$ cat config.mk
export PLATFORM = sky130hd
export DESIGN_NAME = data_bus_ctrl
export DESIGN_NICKNAME = d
export VERILOG_FILES = /design/src/rtl/data_bus_ctrl.sv
export SDC_FILE = /design/constraint.sdc
export NUM_CORES = 1
export LEC_CHECK = 0
export BUFFER_PORTS_ARGS = -buffer_cell sky130_fd_sc_hd__clkbuf_2
export CAP_MARGIN = 20
export CORE_UTILIZATION = 49
export CTS_BUF_LIST = sky130_fd_sc_hd__clkbuf_16
export DETAILED_ROUTE_END_ITERATION = 8
export PLACE_DENSITY = 0.95
export SYNTH_ARGS = -nofsm -noshare
export SYNTH_HDL_FRONTEND = slang
export SYNTH_SLANG_ARGS = --single-unit
export TNS_END_PERCENT = 20
$ cat constraint.sdc
create_clock -name clk -period 2.7 [get_ports clk]
set_clock_uncertainty 0.05 [all_clocks]
set_input_delay 0.54 -clock clk [delete_from_list [all_inputs] [get_ports clk]]
set_output_delay 0.54 -clock clk [all_outputs]
set_load 0.02 [all_outputs]
$ cat src/rtl/data_bus_ctrl.sv
// Data-side bus controller between the MEM stage and a req/ack memory bus.
// Issues one registered transaction per aligned access and stalls MEM meanwhile.
module data_bus_ctrl #(
    parameter int TIMEOUT = 16,
    parameter int CNT_W   = 5
) (
    input  logic        clk,
    input  logic        resetn,
    input  logic        mem_ce_i,
    input  logic        mem_we_i,
    input  logic [31:0] mem_addr_i,
    input  logic [31:0] mem_data_i,
    input  logic        flush_i,
    output logic [31:0] rdata_o,
    output logic        stallreq_o,
    output logic        excp_adel_o,
    output logic        excp_ades_o,
    output logic        bus_err_o,
    output logic        bus_req_o,
    output logic        bus_we_o,
    output logic [31:0] bus_addr_o,
    output logic [31:0] bus_wdata_o,
    input  logic        bus_ack_i,
    input  logic [31:0] bus_rdata_i
);

    typedef enum logic [1:0] {
        IDLE,
        BUSY,
        DONE,
        DRAIN
    } state_e;

    localparam logic [CNT_W-1:0] CNT_LAST = CNT_W'(TIMEOUT - 1);

    state_e           state_q, state_d;
    logic             req_q, req_d;
    logic             we_q, we_d;
    logic [31:0]      addr_q, addr_d;
    logic [31:0]      wdata_q, wdata_d;
    logic [31:0]      rdata_q, rdata_d;
    logic             err_q, err_d;
    logic [CNT_W-1:0] cnt_q, cnt_d;

    logic aligned;
    logic expire;

    assign aligned     = (mem_addr_i[1:0] == 2'b00);
    assign expire      = (cnt_q == CNT_LAST);
    assign excp_adel_o = mem_ce_i && !aligned && !mem_we_i;
    assign excp_ades_o = mem_ce_i && !aligned && mem_we_i;

    always_comb begin
        state_d    = state_q;
        req_d      = req_q;
        we_d       = we_q;
        addr_d     = addr_q;
        wdata_d    = wdata_q;
        rdata_d    = rdata_q;
        err_d      = 1'b0;
        cnt_d      = cnt_q;
        stallreq_o = 1'b0;
        unique case (state_q)
            IDLE: begin
                if (mem_ce_i && aligned && !flush_i) begin
                    stallreq_o = 1'b1;
                    req_d      = 1'b1;
                    we_d       = mem_we_i;
                    addr_d     = {mem_addr_i[31:2], 2'b00};
                    wdata_d    = mem_data_i;
                    cnt_d      = '0;
                    state_d    = BUSY;
                end
            end
            BUSY: begin
                stallreq_o = !flush_i;
                if (bus_ack_i || expire) begin
                    req_d = 1'b0;
                    // A flush racing completion leaves nothing to deliver.
                    if (flush_i) begin
                        state_d = IDLE;
                    end else begin
                        state_d = DONE;
                        if (bus_ack_i) begin
                            if (!we_q) rdata_d = bus_rdata_i;
                        end else begin
                            rdata_d = '0;
                            err_d   = 1'b1;
                        end
                    end
                end else begin
                    cnt_d = cnt_q + 1'b1;
                    if (flush_i) state_d = DRAIN;
                end
            end
            DONE: begin
                state_d = IDLE;
            end
            DRAIN: begin
                stallreq_o = mem_ce_i && !flush_i;
                if (bus_ack_i || expire) begin
                    req_d   = 1'b0;
                    state_d = IDLE;
                end else begin
                    cnt_d = cnt_q + 1'b1;
                end
            end
            default: begin
                state_d = IDLE;
            end
        endcase
    end

    always_ff @(posedge clk) begin
        if (!resetn) begin
            state_q <= IDLE;
            req_q   <= 1'b0;
            we_q    <= 1'b0;
            addr_q  <= '0;
            wdata_q <= '0;
            rdata_q <= '0;
            err_q   <= 1'b0;
            cnt_q   <= '0;
        end else begin
            state_q <= state_d;
            req_q   <= req_d;
            we_q    <= we_d;
            addr_q  <= addr_d;
            wdata_q <= wdata_d;
            rdata_q <= rdata_d;
            err_q   <= err_d;
            cnt_q   <= cnt_d;
        end
    end

    assign rdata_o     = rdata_q;
    assign bus_err_o   = err_q;
    assign bus_req_o   = req_q;
    assign bus_we_o    = we_q;
    assign bus_addr_o  = addr_q;
    assign bus_wdata_o = wdata_q;

endmodule
# Yosys cells after proc, flatten, opt, wreduce, memory -nomap -nowiden
# Cells that the tools add are included.
# word_totals
regBits,104
word_cells,60
out_inout_bits,102
# classes
mux,17
reduce_logical,20
addsub,1
eq_ne,10
bitwise_logic,4
# op_table
operator,count
32-bit 2-to-1 mux,2
2-bit 2-to-1 mux,5
5-bit 2-to-1 mux,2
5-bit one-hot mux with 2 select lines,1
3-bit AND reduction,3
2-bit != test (second input constant),4
2-bit one-hot mux with 4 select lines,1
1-bit logical AND,6
5-bit by 1-bit adder with 5-bit output (second input constant),1
5-bit by 4-bit equality test with 1-bit output (second input constant),1
2-bit equality test (second input constant),2
2-bit logical NOT,2
1-bit 2-to-1 mux,4
1-bit NOT,4
4-bit AND reduction,1
4-bit OR reduction,1
1-bit logical NOT,3
3-bit != test (second input constant),1
1-bit one-hot mux with 3 select lines,1
2-bit by 1-bit equality test with 1-bit output (second input constant),1
2-bit by 1-bit != test with 1-bit output (second input constant),1
1-bit one-hot mux with 2 select lines,1
2-bit AND reduction,1
2-bit nonzero test,1
2 further kinds,2

# Longest topological paths before layout
# Gate-level depths: netlist of the first run.
# depth
word_depth,5
ltp_mapped,8
mapped_depth_nobuf,7

# Worst setup path before layout of the first run
# No wires, ideal clock.
# synth_timing
kind,input -> output
start,input port mem_addr_i[1]
end,output port stallreq_o
path_slack_ps,884
arrival_ps,1226
path_stages,4
path_buffers,0
path_cell_list,nor2_1 -> a21oi_1 -> a2bb2oi_1 -> nor2_1
# synth_via
elab_chain_cells,5
# synth_lines
item,line,source
from (decl),11,"input logic [31:0] mem_addr_i,"
2-bit logical NOT,48,assign aligned = (mem_addr_i[1:0] == 2'b00);
1-bit logical AND (2 in a row),65,if (mem_ce_i && aligned && !flush_i) begin
1-bit 2-to-1 mux,65,
1-bit one-hot mux with 3 select lines,63,unique case (state_q)
to (decl),15,"output logic stallreq_o,"
# No other way between the ends.

# Worst setup path after layout of the first run
# layout_timing
start,register cnt_q[0]
end,"register rdata_q[22], in the netlist rdata_o[22]"
# layout_via
elab_chain_cells,3
# layout_lines
item,line,source
from (decl),43,"logic [CNT_W-1:0] cnt_q, cnt_d;"
from (signal assigned),132,cnt_q <= cnt_d;
5-bit by 4-bit equality test with 1-bit output,49,assign expire = (cnt_q == CNT_LAST);
1-bit logical OR,77,if (bus_ack_i || expire) begin
4-bit AND reduction (no source line),--,
to (signal assigned),130,rdata_q <= rdata_d;
to (decl),41,"logic [31:0] rdata_q, rdata_d;"
# No other way between the ends.
# A chain may end at the register's enable or synchronous reset.

==> run metrics, run 1 <==
Sw Pwr around 690 µW; Chip Width around 93 µm; Hold-fix buffers, CTS 0; Pint ~2400 µW; largest family of logic cells by synthesized area simple AND/OR/NAND/NOR gates; chip height just over 90 µm; Combinational Power Share 7.8%; worst hold stages 3; hold wc startpoint mem_addr_i[20]; startpoint types flop; Distinct cells, synth 35; Main synth FF type dfxtp_1; first-pass detailed-route iteration total 4; placer's final routability congestion estimate 0.7625; Post-Syn Area 4066 µm²; Post-Synthesis Cells ~480; Mean Syn Cell Area 8.561 µm²; std cell rows 32; Slew Limit Fails 0; sequential-to-total area share from yosys stat 51.20%; Adder-Cell Fraction of Synth Area 0.6154%; Root Buffer clkbuf_16; Hold Path Class input pin to flop; hold_ws 0.3736 ns; CTS H-tree depth 3; Vias ~3,900; Crit Reg-Reg Startpoint cnt_q[0]; Via-to-Cell Ratio between 5 and 6; Synth area leader dfxtp_1; Initial Util 51.55%; WP data arrival 2.29 ns; asr flop ratio synth 0%; post-synthesis mux area share 0%; XOR/XNOR Fraction of Synth Area 0.2154%; switch share 22.52%; CTS buffer count 9; Max Freq 477.3 MHz; final setup fails 0; Crit Path Class flop to flop; leak pwr 0.002358 µW; PD cells 573.6 nW/µm²; IO Pins 204; worst reg2reg path depth 8; Post-DP HPWL 7527 µm; Clock transition at path regs 0.07 ns; die area 8667 µm²; vias in the first global route 3,795; CP Capture Type flop; nets 760; total congestion overflow 0; crit path time final 2.095 ns; Hold Path End bus_addr_o[20]; status complete, no violations; reg2reg end rdata_o[22]; share of the synthesized area in the top cell type 51.20%; n_diodes 0; Core Box Area 7888 µm²; maximum buffer depth of the clock tree 2; Fin Setup TNS 0 ns; Synth Register Bits 104; share of cells above drive strength 1 34.49%; first-pass GRT wire length between 15,000 and 20,000 µm; final period utilization 77.60%; clock tree sinks 104; post-route ant nets 0; synth warn 0; Critical Path Start cnt_q[0]; Post-synth EDFFs 0; WL/cell 13.16 µm; largest cells by area after synthesis dfxtp_1, nand2_1, a21boi_1; Iter 0 DRT Violations 111; Global Route Usage Sum 23.01%; Final Hold Vio Count 0; total chip power between 3000 and 4000 µW; Critical Path Fanout Max 32; Synth Area in Compound Gates 19.88%; clk_lat worst skew roughly 0.33 ns; Synth Area in Simple Gates 22.98%; Peak VDD IR 0.0003275 V; Clock power frac 41.2%; number of remaining DRC errors 0; placed inst area 5070 µm²; final WL 10,040 µm; CTS resizes 0; initial antenna violation count 0; design area 5365 µm²; CTS tree built; largest net degree at the start of global routing 53; critical path data required time about 2.9 ns; unrepaired setup endpoints after global routing no; Reg power frac between 50 and 60%; port bufs 201; Area Growth Syn to Fin 31.94%; number of setup buffers added after CTS 0; max_cap viols 0; Reg2Reg Setup Slack approximately 0.60 ns
-- worst max path at each step --
stage | cells after the start | end | slack [ns]
2_1_floorplan | 4 | stallreq_o | 0.88
3_3_place_gp | 6 | stallreq_o | 0.70
3_5_place_dp | 8 | rdata_o[22] | 0.59
4_1_cts | 8 | rdata_o[22] | 0.59
5_1_grt | 8 | rdata_o[1] | 0.46
6_report | 8 | rdata_o[22] | 0.60
-- power groups by stage --
stage	clock network, µW	logic [µW]	registers (µW)
after global routing	1370	263	1570
after global placement	0	237	1600
after detailed placement	0	241	1600
final	1270	241	1570
after floorplan	0	102	1630
after CTS	1310	243	1570
-- state kept, by name (all words and copies together) (netlist names) --
signal       cells
cnt_q            5
bus_addr_o      30
state_q          2
bus_req_o        1
bus_wdata_o     32
bus_err_o        1
bus_we_o         1
rdata_o         32
-- cell usage after synthesis, types with 2 or more instances --
master,instances
nand2_1,165
buf_2,13
nand3_1,34
and3_1,3
buf_4,10
a21boi_1,72
ha_1,2
nor2_1,5
dfxtp_1,104
and2_1,2
a21boi_0,25
clkbuf_1,13
nor3b_1,2
buf_1,3
o22ai_1,2
-- cells by family (layout without fill, tap and decap cells) --
logic type | after synthesis | in the layout
and+or+nand+nor | 220 | 220
AOI/OAI and AO/OA | 107 | 107
DFF | 104 | 104
buffers and inverters | 40 | 225
adders and majority gates | 2 | 2
other | 1 | 2
xor gates and xnor gates | 1 | 1
-- worst max-delay path, cell delays in order, from the launching register on --
cell,delay [ns]
dfxtp_1,0.33
ha_1,0.21
and3_1,0.18
ha_1,0.22
and2b_1,0.21
o211ai_2,0.16
buf_4,0.32
nand2_1,0.12
a21boi_0,0.19
-- metrics by stage --
stage / cells / worst slack (ns) / util [%]
4_1_cts: 763 / 0.5866 / 68.02
3_5_place_dp: 747 / 0.5940 / 64.28
3_3_place_gp: 747 / 0.6975 / 64.28
6_report: 763 / 0.6047 / 68.02
5_1_grt: 763 / 0.4594 / 68.02
2_1_floorplan: 476 / 0.8845 / -
-- layout by cell type (no fill, tap or decap), types with 2 or more instances in the layout --
cell and instances:
ha_1 2, a21boi_0 25, clkbuf_16 9, nand3_1 34, clkinvlp_4 3, a21boi_1 72
buf_4 6, and3_1 3, clkbuf_2 201, nor3b_1 2, dfxtp_1 104, and2_1 2
nand2_1 165, o22ai_1 2, conb_1 2, nor2_1 5
-- routing by layer --
metal,vias up,GRT usage (%),part of all wire [%]
met5,-,0,0
met4,0,10.90,2.1
met3,16,3.577,4.9
met2,138,44.55,53
met1,1823,23.92,40
li1,1917,-,-
-- cell type report --
| type | instances | area, µm² |
|---|---|---|
| well taps | 102 | 127.6 |
| multi-input cells | 332 | 1785 |
| fillers | 647 | 2522 |
| clock buffers | 9 | 225.2 |
| flip-flops and latches | 104 | 2082 |
| inverters | 1 | 3.754 |
| clock inverters | 7 | 70.07 |
| repair buffers | 208 | 1071 |
No activity file was read; power rests on OpenSTA's default activity.
==> run 2, diff against run 1 <==
--- a/config.mk
+++ b/config.mk
@@ -7,10 +7,10 @@
 export LEC_CHECK = 0
 export BUFFER_PORTS_ARGS = -buffer_cell sky130_fd_sc_hd__clkbuf_2
 export CAP_MARGIN = 20
-export CORE_UTILIZATION = 49
+export CORE_UTILIZATION = 45
 export CTS_BUF_LIST = sky130_fd_sc_hd__clkbuf_16
 export DETAILED_ROUTE_END_ITERATION = 8
-export PLACE_DENSITY = 0.95
+export PLACE_DENSITY = 0.89
 export SYNTH_ARGS = -nofsm -noshare
 export SYNTH_HDL_FRONTEND = slang
 export SYNTH_SLANG_ARGS = --single-unit
==> constraint.sdc (replaced) <==
create_clock -name clk -period 2.1 [get_ports clk]
set_clock_uncertainty 0.05 [all_clocks]
set_input_delay 0.42 -clock clk [delete_from_list [all_inputs] [get_ports clk]]
set_output_delay 0.42 -clock clk [all_outputs]
set_load 0.02 [all_outputs]
==> run metrics, run 2 (same netlist as run 1, synthesis figures left out) <==
Pint 2964 µW (+24%); Peak VDD IR 0.0004567 V (+39%); Hold Path Class input pin to flop; crit path time final 1.943 ns (-0.1520 ns); clk_lat worst skew 0.33 ns (about the same); maximum buffer depth of the clock tree 2 (unchanged); n_diodes 0 (unchanged); first-pass GRT wire length 16,230 µm (+1.2%); final WL 9664 µm (-3.7%); Hold-fix buffers, CTS 0 (unchanged); clock tree sinks 104 (unchanged); Crit Path Class flop to flop; PD cells 719.0 nW/µm² (+25%); WP data arrival 2.14 ns (-0.15 ns); CP Capture Type flop; chip height 97.06 µm (+4.3%); Combinational Power Share 8.0% (+0.2 points); total congestion overflow 0 (unchanged); commonest non-fill, non-tap cells in the layout clkbuf_2, nand2_1, dfxtp_1; Initial Util 46.63% (-4.9 points); post-route ant nets 0 (unchanged); area of the multi-input gates 1788 µm² (+0.14%); first-pass detailed-route iteration total 6 (+2); std cell rows 34 (+6.3%); switch share 23.85% (+1.3 points); Critical Path Fanout Max 18 (-44%); status complete, no violations; startpoint types flop; WL/cell 12.55 µm (-4.6%); Slew Limit Fails 0 (unchanged); DR WL met2 4942 µm (-7.1%); Root Buffer clkbuf_16; Final Hold Vio Count 0 (unchanged); die area 9421 µm² (+8.7%); Max Freq 514.6 MHz (+7.8%); CTS tree built; CTS H-tree depth 3 (unchanged); CTS buffer count 9 (unchanged); final setup fails 0 (unchanged); Iter 0 DRT Violations 140 (+26%); share of cells above drive strength 1 34.74% (+0.25 points); M1 WL 4009 µm (-0.22%); Global Route Usage Sum 20.63% (-2.4 points); Via-to-Cell Ratio 4.919 (-3.6%); hold_ws 0.2482 ns (-0.1254 ns); Reg area 2082 µm² (unchanged); largest net degree at the start of global routing 106 (+100%); initial antenna violation count 0 (unchanged); Area Growth Syn to Fin 33.11%; commonest non-fill, non-tap cell in the layout clkbuf_2; Core Box Area 8721 µm² (+11%); vias in the first global route 3,759 (-0.95%); Reg2Reg Setup Slack 0.16 ns (-0.45 ns); number of remaining DRC errors 0 (unchanged); Fin Setup TNS 0 ns (unchanged); Sw Pwr 928.1 µW (+34%); Clock power frac 40.2% (-1.0 points); nets 761 (+0.13%); met3 WL 540 µm (+9.5%); placer's final routability congestion estimate 0.7669 (+0.58%); port bufs 201 (unchanged); IO Pins 204 (unchanged); Highest Signal Layer met4; max_cap viols 0 (unchanged); critical path data required time 2.30 ns (-0.60 ns); Vias 3,788 (-2.7%); Clock transition at path regs 0.07 ns (about the same); Reg power frac 51.8% (+0.8 points); Post-DP HPWL 6971 µm (-7.4%); unrepaired setup endpoints after global routing no; Filler Cell Count 759 (+17%); leak pwr 0.002373 µW (+0.62%); Chip Width 97.06 µm (+4.3%); final period utilization 92.54% (+15 points)
-- run 2: per-stage QoR --
step | util, % | worst slack [ns] | instances | cell area (µm²) | total power, µW
after floorplan | - | 0.2950 | 476 | 4070 | 2224
after global placement | 58.74 | 0.2136 | 754 | 5122 | 2367
after detailed placement | 58.74 | 0.1272 | 754 | 5122 | 2376
after CTS | 61.95 | 0.1175 | 770 | 5403 | 3943
after global routing | 62.07 | 0.02141 | 770 | 5413 | 4049
final | 62.07 | 0.1567 | 770 | 5413 | 3892
-- run 2: area by class of cell --
class / count / area share [%]
flip-flops and latches: 104 / 38.47
multi-input cells: 332 / 33.03
repair buffers: 209 / 20.76
clock buffers: 9 / 4.161
well taps: 108 / 2.497
clock inverters: 7 / 1.017
inverters: 1 / 0.06935
-- run 2: critical path: stages (launching register included) --
cell,delay [ns]
dfxtp_1,0.37
ha_1,0.18
and3_1,0.17
ha_2,0.21
and2b_1,0.19
o211a_4,0.25
buf_12,0.16
nand3_1,0.08
a21boi_0,0.20
-- run 2: power by group through the flow --
stage	logic, µW	clock network, µW	registers, µW
CTS	316	1610	2020
detailed placement	314	0	2060
global placement	308	0	2060
floorplan	131	0	2090
finish	313	1560	2020
global route	342	1690	2020
-- run 2: per-layer routing --
layer | GRT usage (%) | vias up
li1 | - | 1923
met1 | 22.42 | 1716
met2 | 38.46 | 132
met3 | 4.532 | 17
met4 | 8.381 | 0
met5 | 0 | -
-- run 2: final timing paths --
| path | startpoint | cells past startpoint | end |
|---|---|---|---|
| setup reg to reg | cnt_q[0] | 8 | rdata_o[3] |
| hold reg to reg | bus_wdata_o[17] | 2 | bus_wdata_o[17] |
| hold / removal | mem_data_i[21] | 3 | bus_wdata_o[21] |
| setup / recovery | cnt_q[0] | 8 | rdata_o[3] |
-- run 2: repair_timing --
action | CTS | global route
gates resized for setup | 0 | 3
buffers inserted | 0 | 0
setup endpoints to repair | 0 | 16
==> run 3, diff against run 2 <==
--- a/config.mk
+++ b/config.mk
@@ -10,7 +10,7 @@
 export CORE_UTILIZATION = 45
 export CTS_BUF_LIST = sky130_fd_sc_hd__clkbuf_16
 export DETAILED_ROUTE_END_ITERATION = 8
-export PLACE_DENSITY = 0.89
+export PLACE_DENSITY = 0.79
 export SYNTH_ARGS = -nofsm -noshare
 export SYNTH_HDL_FRONTEND = slang
 export SYNTH_SLANG_ARGS = --single-unit
==> run metrics, run 3 (same netlist as run 1, synthesis figures left out) <==
status complete, no violations; area of the multi-input gates 1815 µm² (+1.5%); final setup margin 0.1230 ns (-0.03370 ns); worst hold stages 3 (unchanged); reg2reg end rdata_o[16]; CP Cell Sequence ha_1 > and3_1 > ha_2 > and2b_2 > o211ai_4 > buf_12 > nand2_1 > a21boi_1; critical path data required time 2.30 ns (about the same); post-route ant nets 0 (unchanged); CTS tree built; Final Hold Vio Count 0 (unchanged); total chip power 4016 µW (+3.2%); Core Box Area 8721 µm² (unchanged); worst reg2reg path depth 8 (unchanged); crit path time final 1.977 ns (+0.03371 ns); Levels on crit path 8 (unchanged); unrepaired setup endpoints after global routing no; Clock transition at path regs 0.08 ns (about the same); Critical Path Fanout Max 16 (-2); Filler Cell Count 757 (-0.26%); Max stage delay on crit path 0.34 ns (-0.03 ns); Post-DP HPWL 6954 µm (-0.25%); Via-to-Cell Ratio 4.996 (+1.6%); max_cap viols 0 (unchanged); number of setup buffers added after CTS 0 (unchanged); largest net degree at the start of global routing 106 (unchanged); Global Route Usage Sum 20.43% (-0.20 points); Reg2Reg Setup Slack 0.12 ns (-0.03 ns); Worst path slowest cell dfxtp_1; Slew Limit Fails 0 (unchanged); maximum buffer depth of the clock tree 2 (unchanged); IO Pins 204 (unchanged); port bufs 201 (unchanged); final period utilization 94.14% (+1.6 points); placed cells 754 (unchanged); fin cells 772 (+0.26%); placer's final routability congestion estimate 0.8099 (+5.6%); CTS H-tree depth 3 (unchanged); chip height 97.06 µm (unchanged); CTS buffer count 9 (unchanged); design area 5469 µm² (+1.0%); WP data arrival 2.18 ns (+0.04 ns); Vias 3,857 (+1.8%); Chip Width 97.06 µm (unchanged); clock tree sinks 104 (unchanged); WL/cell 13.11 µm (+4.4%); Hold-fix buffers, CTS 0 (unchanged); total congestion overflow 0 (unchanged); std cell rows 34 (unchanged); Peak VDD IR 0.0003623 V (-21%); first-pass GRT wire length 15,900 µm (-2.0%); final setup fails 0 (unchanged); share of cells above drive strength 1 35.09% (+0.35 points); final WL 10,120 µm (+4.7%); Crit Reg-Reg Startpoint cnt_q[0]; Fin Setup TNS 0 ns (unchanged); commonest non-fill, non-tap cells in the layout clkbuf_2, nand2_1, dfxtp_1; Hold Path Class input pin to flop; initial antenna violation count 0 (unchanged); die area 9421 µm² (unchanged); Setup WS pre-CTS 0.09086 ns (-0.03632 ns); Hold Path End bus_addr_o[26]; commonest non-fill, non-tap cell in the layout clkbuf_2; n_diodes 0 (unchanged); critical path's top delay family simple AND/OR/NAND/NOR gates; startpoint types flop; nets 763 (+0.26%); CP Buf/Inv Count 1 (unchanged); hold wc startpoint mem_addr_i[26]; Crit Path Class flop to flop; Root Buffer clkbuf_16; Max Freq 505.8 MHz (-1.7%); Initial Util 46.63% (unchanged); placed inst area 5110 µm² (-0.24%); clk_lat worst skew 0.33 ns (about the same); first-pass detailed-route iteration total 4 (-2); vias in the first global route 3,510 (-6.6%); number of remaining DRC errors 0 (unchanged); leak pwr 0.002410 µW (+1.6%); CP Capture Type flop; Reg area 2082 µm² (unchanged); PD cells 734.4 nW/µm² (+2.1%); Iter 0 DRT Violations 137 (-2.1%); Area Growth Syn to Fin 34.49%
run 3: where the power goes:
| group | total [µW] | leakage (µW) | switching, µW | internal, µW |
|---|---|---|---|---|
| registers | 2020 | 0.000840 | 16.4 | 2000 |
| logic | 315 | 0.00142 | 167 | 148 |
| clock network | 1690 | 0.000150 | 746 | 940 |
run 3: routing by layer:
metal	part of all wire [%]	up-vias	wire length, µm	global-route usage [%]
met3	6.2	17	623	5.108
met4	1.7	0	170	7.577
met2	51	143	5210	36.29
li1	-	1932	-	-
met5	0	-	0	0
met1	41	1765	4116	23.61
run 3: metrics by stage:
stage	hold slack [ns]	util, %
2_1_floorplan	0.3795	-
3_3_place_gp	0.3864	58.59
3_5_place_dp	0.3941	58.59
4_1_cts	0.2391	62.08
5_1_grt	0.2384	62.71
6_report	0.2459	62.71
run 3: timing repair:
item,in CTS,in global routing
setup endpoints to repair,0,22
gates resized for setup,0,7
endpoints found under the hold margin,0,0
run 3: layout make-up:
cell class              count  share of cell area (%)
well taps                 108                   2.471
flip-flops and latches    104                   38.07
clock buffers               9                   4.118
clock inverters             7                   1.441
multi-input cells         333                   33.20
inverters                   1                 0.06863
repair buffers            210                   20.64
run 3: worst max-delay path by stage:
stage	from	end	slack [ns]
final	cnt_q[0]	rdata_o[16]	0.12
after global routing	cnt_q[0]	rdata_o[9]	0.04
after CTS	cnt_q[0]	rdata_o[16]	0.07
after detailed placement	cnt_q[0]	rdata_o[16]	0.09
after global placement	cnt_q[0]	rdata_o[1]	0.22
after floorplan	cnt_q[0]	rdata_o[0]	0.30
run 3: worst min-delay path, stage by stage:
cell and delay, ns:
clkbuf_2 0.08, nand2_1 0.04, a21boi_1 0.04
